--- config.mk ---
export PLATFORM = sky130hd
export DESIGN_NAME = seq_loader
export DESIGN_NICKNAME = d
export VERILOG_FILES = /design/src/rtl/seq_loader.sv
export SDC_FILE = /design/constraint.sdc
export NUM_CORES = 1
export LEC_CHECK = 0
export ABC_AREA = 1
export BUFFER_PORTS_ARGS = -buffer_cell sky130_fd_sc_hd__clkbuf_2
export CORE_ASPECT_RATIO = 0.6
export CORE_UTILIZATION = 36
export DETAILED_ROUTE_END_ITERATION = 10
export PLACE_DENSITY_LB_ADDON = 0.3
export SLEW_MARGIN = 20
export SYNTH_ARGS = -nofsm -noshare
export SYNTH_HDL_FRONTEND = slang
export SYNTH_SLANG_ARGS = --single-unit
--- constraint.sdc ---
create_clock -name clk -period 3.6 [get_ports clk]
set_input_delay 1.08 -clock clk [delete_from_list [all_inputs] [get_ports clk]]
set_output_delay 1.08 -clock clk [all_outputs]
set_load 0.005 [all_outputs]
--- src/rtl/seq_loader.sv ---
// Sequence loader: encodes two ASCII nucleotide streams (A then B) into 3-bit
// symbols and writes them at addresses 1..len. Define LOADER_LOWERCASE_EN to accept lowercase bases.
module seq_loader #(
    parameter int N       = 128,
    parameter int BitAddr = $clog2(N + 1)
) (
    input  logic             clk,
    input  logic             rst,
    input  logic             start,
    input  logic             in_valid,
    input  logic [7:0]       in_char,
    input  logic             in_last,
    output logic             in_ready,
    output logic             weA,
    output logic             weB,
    output logic [BitAddr:0] addr,
    output logic [2:0]       din,
    output logic [BitAddr:0] lenA,
    output logic [BitAddr:0] lenB,
    output logic             loaded,
    output logic             err
);

    typedef enum logic [2:0] {
        IDLE,
        LOAD_A,
        LOAD_B,
        DONE,
        ERR
    } state_t;

    localparam logic [BitAddr:0] CNT_ONE = (BitAddr + 1)'(1);
    localparam logic [BitAddr:0] CNT_MAX = (BitAddr + 1)'(N);

    state_t           state, state_nxt;
    logic [BitAddr:0] cnt, cnt_nxt;
    logic [BitAddr:0] addr_nxt, len_a_nxt, len_b_nxt;
    logic [2:0]       din_nxt;
    logic             we_a_nxt, we_b_nxt;
    logic             xfer;
    logic [7:0]       folded;
    logic [2:0]       code;
    logic             code_ok;

    assign xfer = in_valid & in_ready;

`ifdef LOADER_LOWERCASE_EN
    assign folded = (in_char >= 8'h61 && in_char <= 8'h7a) ? in_char - 8'h20 : in_char;
`else
    assign folded = in_char;
`endif

    always_comb begin
        code    = 3'b000;
        code_ok = 1'b0;
        case (folded)
            8'h41: begin code = 3'b000; code_ok = 1'b1; end
            8'h43: begin code = 3'b001; code_ok = 1'b1; end
            8'h47: begin code = 3'b010; code_ok = 1'b1; end
            8'h54: begin code = 3'b011; code_ok = 1'b1; end
            default: begin code = 3'b000; code_ok = 1'b0; end
        endcase
    end

    // Outputs are computed one cycle ahead here and registered below, which
    // gives the one-cycle write latency and a state-only in_ready.
    always_comb begin
        state_nxt = state;
        cnt_nxt   = cnt;
        addr_nxt  = addr;
        din_nxt   = din;
        len_a_nxt = lenA;
        len_b_nxt = lenB;
        we_a_nxt  = 1'b0;
        we_b_nxt  = 1'b0;
        case (state)
            IDLE, DONE, ERR: begin
                if (start) begin
                    state_nxt = LOAD_A;
                    cnt_nxt   = CNT_ONE;
                end
            end
            LOAD_A, LOAD_B: begin
                if (xfer) begin
                    if (!code_ok) begin
                        state_nxt = ERR;
                    end else begin
                        we_a_nxt = (state == LOAD_A);
                        we_b_nxt = (state == LOAD_B);
                        addr_nxt = cnt;
                        din_nxt  = code;
                        if (in_last) begin
                            if (state == LOAD_A) begin
                                len_a_nxt = cnt;
                                cnt_nxt   = CNT_ONE;
                                state_nxt = LOAD_B;
                            end else begin
                                len_b_nxt = cnt;
                                state_nxt = DONE;
                            end
                        end else if (cnt == CNT_MAX) begin
                            state_nxt = ERR;
                        end else begin
                            cnt_nxt = cnt + CNT_ONE;
                        end
                    end
                end
            end
            default: state_nxt = IDLE;
        endcase
    end

    always_ff @(posedge clk or negedge rst) begin
        if (!rst) begin
            state    <= IDLE;
            cnt      <= '0;
            in_ready <= 1'b0;
            weA      <= 1'b0;
            weB      <= 1'b0;
            addr     <= '0;
            din      <= '0;
            lenA     <= '0;
            lenB     <= '0;
            loaded   <= 1'b0;
            err      <= 1'b0;
        end else begin
            state    <= state_nxt;
            cnt      <= cnt_nxt;
            in_ready <= (state_nxt == LOAD_A) || (state_nxt == LOAD_B);
            weA      <= we_a_nxt;
            weB      <= we_b_nxt;
            addr     <= addr_nxt;
            din      <= din_nxt;
            lenA     <= len_a_nxt;
            lenB     <= len_b_nxt;
            loaded   <= (state_nxt == DONE);
            err      <= (state_nxt == ERR);
        end
    end

endmodule
# After elaboration in Yosys (flattened, before gate mapping)
# Cells that the tools add are included.
[op_classes]
n_addsub = 1
n_bitwise = 2
muxes = 22
reduce_logical = 10
n_eq_ne = 18
[op_table]
columns = ["operator", "count"]
rows = [
  ["2-to-1 mux 9 bit", 6],
  ["equality test 8 x 7 -> 1 bit (second input constant)", 4],
  ["one-hot mux 9 bit (2 select lines)", 1],
  ["2-to-1 mux 3 bit", 5],
  ["equality test 3 x 2 -> 1 bit (second input constant)", 4],
  ["AND reduction 5 bit", 2],
  ["adder 9 x 1 -> 9 bit (second input constant)", 1],
  ["equality test 9 x 8 -> 1 bit (second input constant)", 1],
  ["2-to-1 mux 1 bit", 8],
  ["equality test 3 x 1 -> 1 bit (second input constant)", 2],
  ["equality test 3 bit (second input constant)", 2],
  ["inequality test 2 bit (second input constant)", 3],
  ["inequality test 3 bit (second input constant)", 2],
  ["one-hot mux 2 bit (3 select lines)", 1],
  ["one-hot mux 3 bit (2 select lines)", 1],
  ["AND reduction 6 bit", 1],
  ["OR reduction 4 bit", 1],
  ["zero test 3 bit", 1],
  ["AND reduction 3 bit", 1],
  ["OR reduction 3 bit", 1],
  ["nonzero test 2 bit", 1],
  ["OR reduction 2 bit", 1],
  ["AND 1 bit", 1],
  ["logical OR 1 bit", 1],
  ["NOT 1 bit", 1],
]
[totals]
regBits = 47
out_inout_bits = 35
inputBits = 13

# Longest topological paths before layout
[logic_depth]
ltp_word = 8
ltp_mapped = 13

# Worst setup path after synthesis
# OpenSTA, ideal clock, no wires.
[synth_path]
kind = "input to register"
start = "input in_char[7]"
end = "register lenA[7]"
cell_stages = 10
required_ns = 3.481
path_slack_ns = 1.364
arrival_ns = 2.117
setup_time_ns = 0.119
cell_sequence = "clkinv_1 nand2_2 nor2_2 nand3_1 nand2_4 nand2_4 nor3_4 buf_6 nand2_2 o21a_1"
[synth_between]
elab_chain_cells = 4
elab_cells_between_ends = 7
[synth_rtl]
columns = ["item", "line", "text"]
rows = [
  ["from (decl)", "11", "input logic [7:0] in_char,"],
  ["equality test 8 x 7 -> 1 bit", "56", "case (folded)"],
  ["OR reduction 4 bit (no source line) (*)", "--", ""],
  ["2-to-1 mux 1 bit (*)", "56", ""],
  ["AND reduction 5 bit (no source line) (*)", "--", ""],
  ["to (signal assigned)", "134", "lenA <= len_a_nxt;"],
  ["to (decl)", "18", "output logic [BitAddr:0] lenA,"],
]
# Mark *: on every way between the ends. The rest lies on a longest branch, timed or not.
# A chain may end at the register's enable or synchronous reset.

# Worst setup path in the final report
[layout_path]
start = "input in_char[5]"
end = "register lenA[5]"
# Same word-level chain as after synthesis.

==> metrics <==
status complete, no violations; WS Path Type input pin to flip-flop; Overall Power 1.34 mW; Final Slew Violations 0; Net Count, Synth 282; Final setup viols 0; # hold bufs at CTS 0; GP Congestion 0.868; total setup buffers inserted after CTS 0; Rel. slew slack 55.8%; Power Density 502 mW/mm^2; Worst Tran Pin Value 0.661 ns; multi-input logic area 952 sq um; initial detailed-routing violation count 114; grt ovf 0; Hold Path Cell Cnt 1; CP Max Fanout 18; Initial Util 37.4%; Cell Rows 22; CTS sink count 46; wire per inst 12.9 um; post-place setup slack 0.958 ns; Clock Latency Late Sink 0.31 ns; crit path DAT 2.50 ns; H-tree depth 2; CTS Root Cell clkbuf_8; largest net degree at the start of global routing 47; DIE AREA 0.00671 sq mm; hold endpoint lenA[2]; WP data required 3.80 ns; Final Hold Fails 0; vias in the first global route 1716; PostCTS Resize Cnt 0; initial antenna violation count 0; Port Buf Inserts 46; CP Launch Type input pin; RR Endpoint cnt[4]; Ports 48; synthesized area 0.00229 sq mm; Hold Crit Start lenA[2]; routed vias 1862; die width 105 um; GR Util All Layers 16.4%; CTS buffer count 5; Clock transition at path regs 0.08 ns; Max Fclk 435 MHz; Remaining DRCs 0; Peak VDD IR 0.201 mV; final worst path period need 2.30 ns; Final Cell Area 0.00267 sq mm; post-synthesis sequential area ratio 50.2%; Unique masters post-synth 30; Leakage 1.35 nW; Max Cap Viol 0; clk buf depth 2; n_diodes 0; final period utilization 63.9%; core area 0.00614 sq mm; antenna viol nets, final 0; final WL 5120 um; vias per cell 4.68; r2r setup slk 1.60 ns; hold slack 0.493 ns; Placed Area 0.00257 sq mm; Die H 63.8 um; DP HPWL 3700 um; Reg area 0.00115 sq mm; reg2reg path depth 10; first-pass GRT wire length 8440 um; share of post-route cells with drive strength above 1 26.8%; Syn Area/Cell 8.59 sq um; RSZ-0062 raised after global routing false; Clock Skew 0.00735 ns; reg2reg start state[1]; final setup TNS 0 ns; Synth Warn # 0; area delta synth->final 16.1%; final layout net count 328; CTS tree done; min setup slack post-route 1.30 ns; Worst setup EP type flip-flop; Yosys reg bits 46; HP Class flip-flop to flip-flop; Pre-Repair DR Iteration Count 4; gate count of the mapped netlist 267; fillers 616
==> through the flow <==
step	instances	util [%]
after floorplan	267	-
after global placement	390	41.9
after detailed placement	390	41.9
after CTS	398	43.4
after global routing	398	43.4
final	398	43.4
==> cell usage in the layout, fill, tap and decap left out, types with 2 or more instances in the layout <==
cell      instances
inv_1            27
nor4_1            2
nand3_1          12
buf_4             2
nor2_1           17
nand4_1           5
o21ai_2           6
nand2_1          68
nand2_2          11
o31ai_1           2
xor2_1            2
dfrtp_1          46
nand2_4           2
o21ai_1           4
o21a_1           19
ha_1              2
clkbuf_8          6
nor3_1            2
a21oi_1           4
nor2_2            3
clkbuf_2         46
inv_2             4
o21ai_0          14
==> power by group <==
part	switching, mW	internal (mW)
sequential	0.0542	0.576
combinational	0.253	0.122
clock	0.176	0.155
==> worst max-delay path by stage <==
stage          startpoint      end  slack (ns)  cells after the start
2_1_floorplan  in_char[7]  lenA[7]        1.36                     10
3_3_place_gp   in_char[7]  lenA[6]        1.07                     10
3_5_place_dp   in_char[5]  lenA[4]        0.96                     10
4_1_cts        in_char[5]  lenA[4]        1.29                     10
5_1_grt        in_char[3]  lenA[1]        1.07                     10
6_report       in_char[5]  lenA[5]        1.30                     10
==> layout make-up <==
type                    instances  share of cell area (%)
repair buffers                 48                    9.20
clock buffers                   7                    3.24
inverters                      32                    4.51
flip-flops and latches         46                    43.2
clock inverters                 1                   0.188
well taps                      84                    3.94
multi-input cells             180                    35.7
==> cell usage after synthesis (all sizes together) <==
library cell | instances | area (sq um)
a21oi | 4 | 20.0
a31oi | 1 | 6.26
buf | 8 | 67.6
clkbuf | 1 | 3.75
clkinv | 1 | 3.75
conb | 1 | 3.75
dfrtp | 46 | 1150
ha | 2 | 25.0
inv | 31 | 116
nand2 | 81 | 347
nand3 | 13 | 70.1
nand4 | 5 | 31.3
nor2 | 20 | 82.6
nor3 | 4 | 36.3
nor4 | 2 | 12.5
o21a | 19 | 143
o21ai | 24 | 143
o31ai | 2 | 15.0
xor2 | 2 | 17.5
==> cell families (layout without fill, tap and decap cells) <==
kind of cell | count (synthesis) | count (layout) | synth area share [%]
AND/OR/NAND/NOR | 125 | 125 | 25.2
adder cells (fa/ha/maj) | 2 | 2 | 1.09
buffers and inverters | 41 | 88 | 8.34
flip-flops | 46 | 46 | 50.2
XOR/XNOR | 2 | 2 | 0.763
other | 1 | 1 | 0.163
AO/OA/AOI/OAI | 50 | 50 | 14.2
==> layer usage <==
metal,global-route usage [%],vias up,part of all wire (%)
met4,5.81,0,1.2
met3,4.08,7,4.7
li1,-,951,-
met5,0,-,0
met2,22.8,50,39
met1,24.5,854,55
==> state kept, by name, summed over array words and instances, names as in the netlist <==
name      flops
in_ready      1
din           2
lenA          9
addr          9
weB           1
err           1
weA           1
lenB          9
loaded        1
state         3
cnt           9
==> critical path, stage by stage <==
cell      delay, ns
clkbuf_2       0.09
inv_1          0.06
nand2_1        0.07
nor2_2         0.10
nand3_1        0.12
nand2_4        0.12
nand2_4        0.09
nor3_4         0.53
nand2_1        0.11
o21a_1         0.13
(Power assumes the default switching activity.)
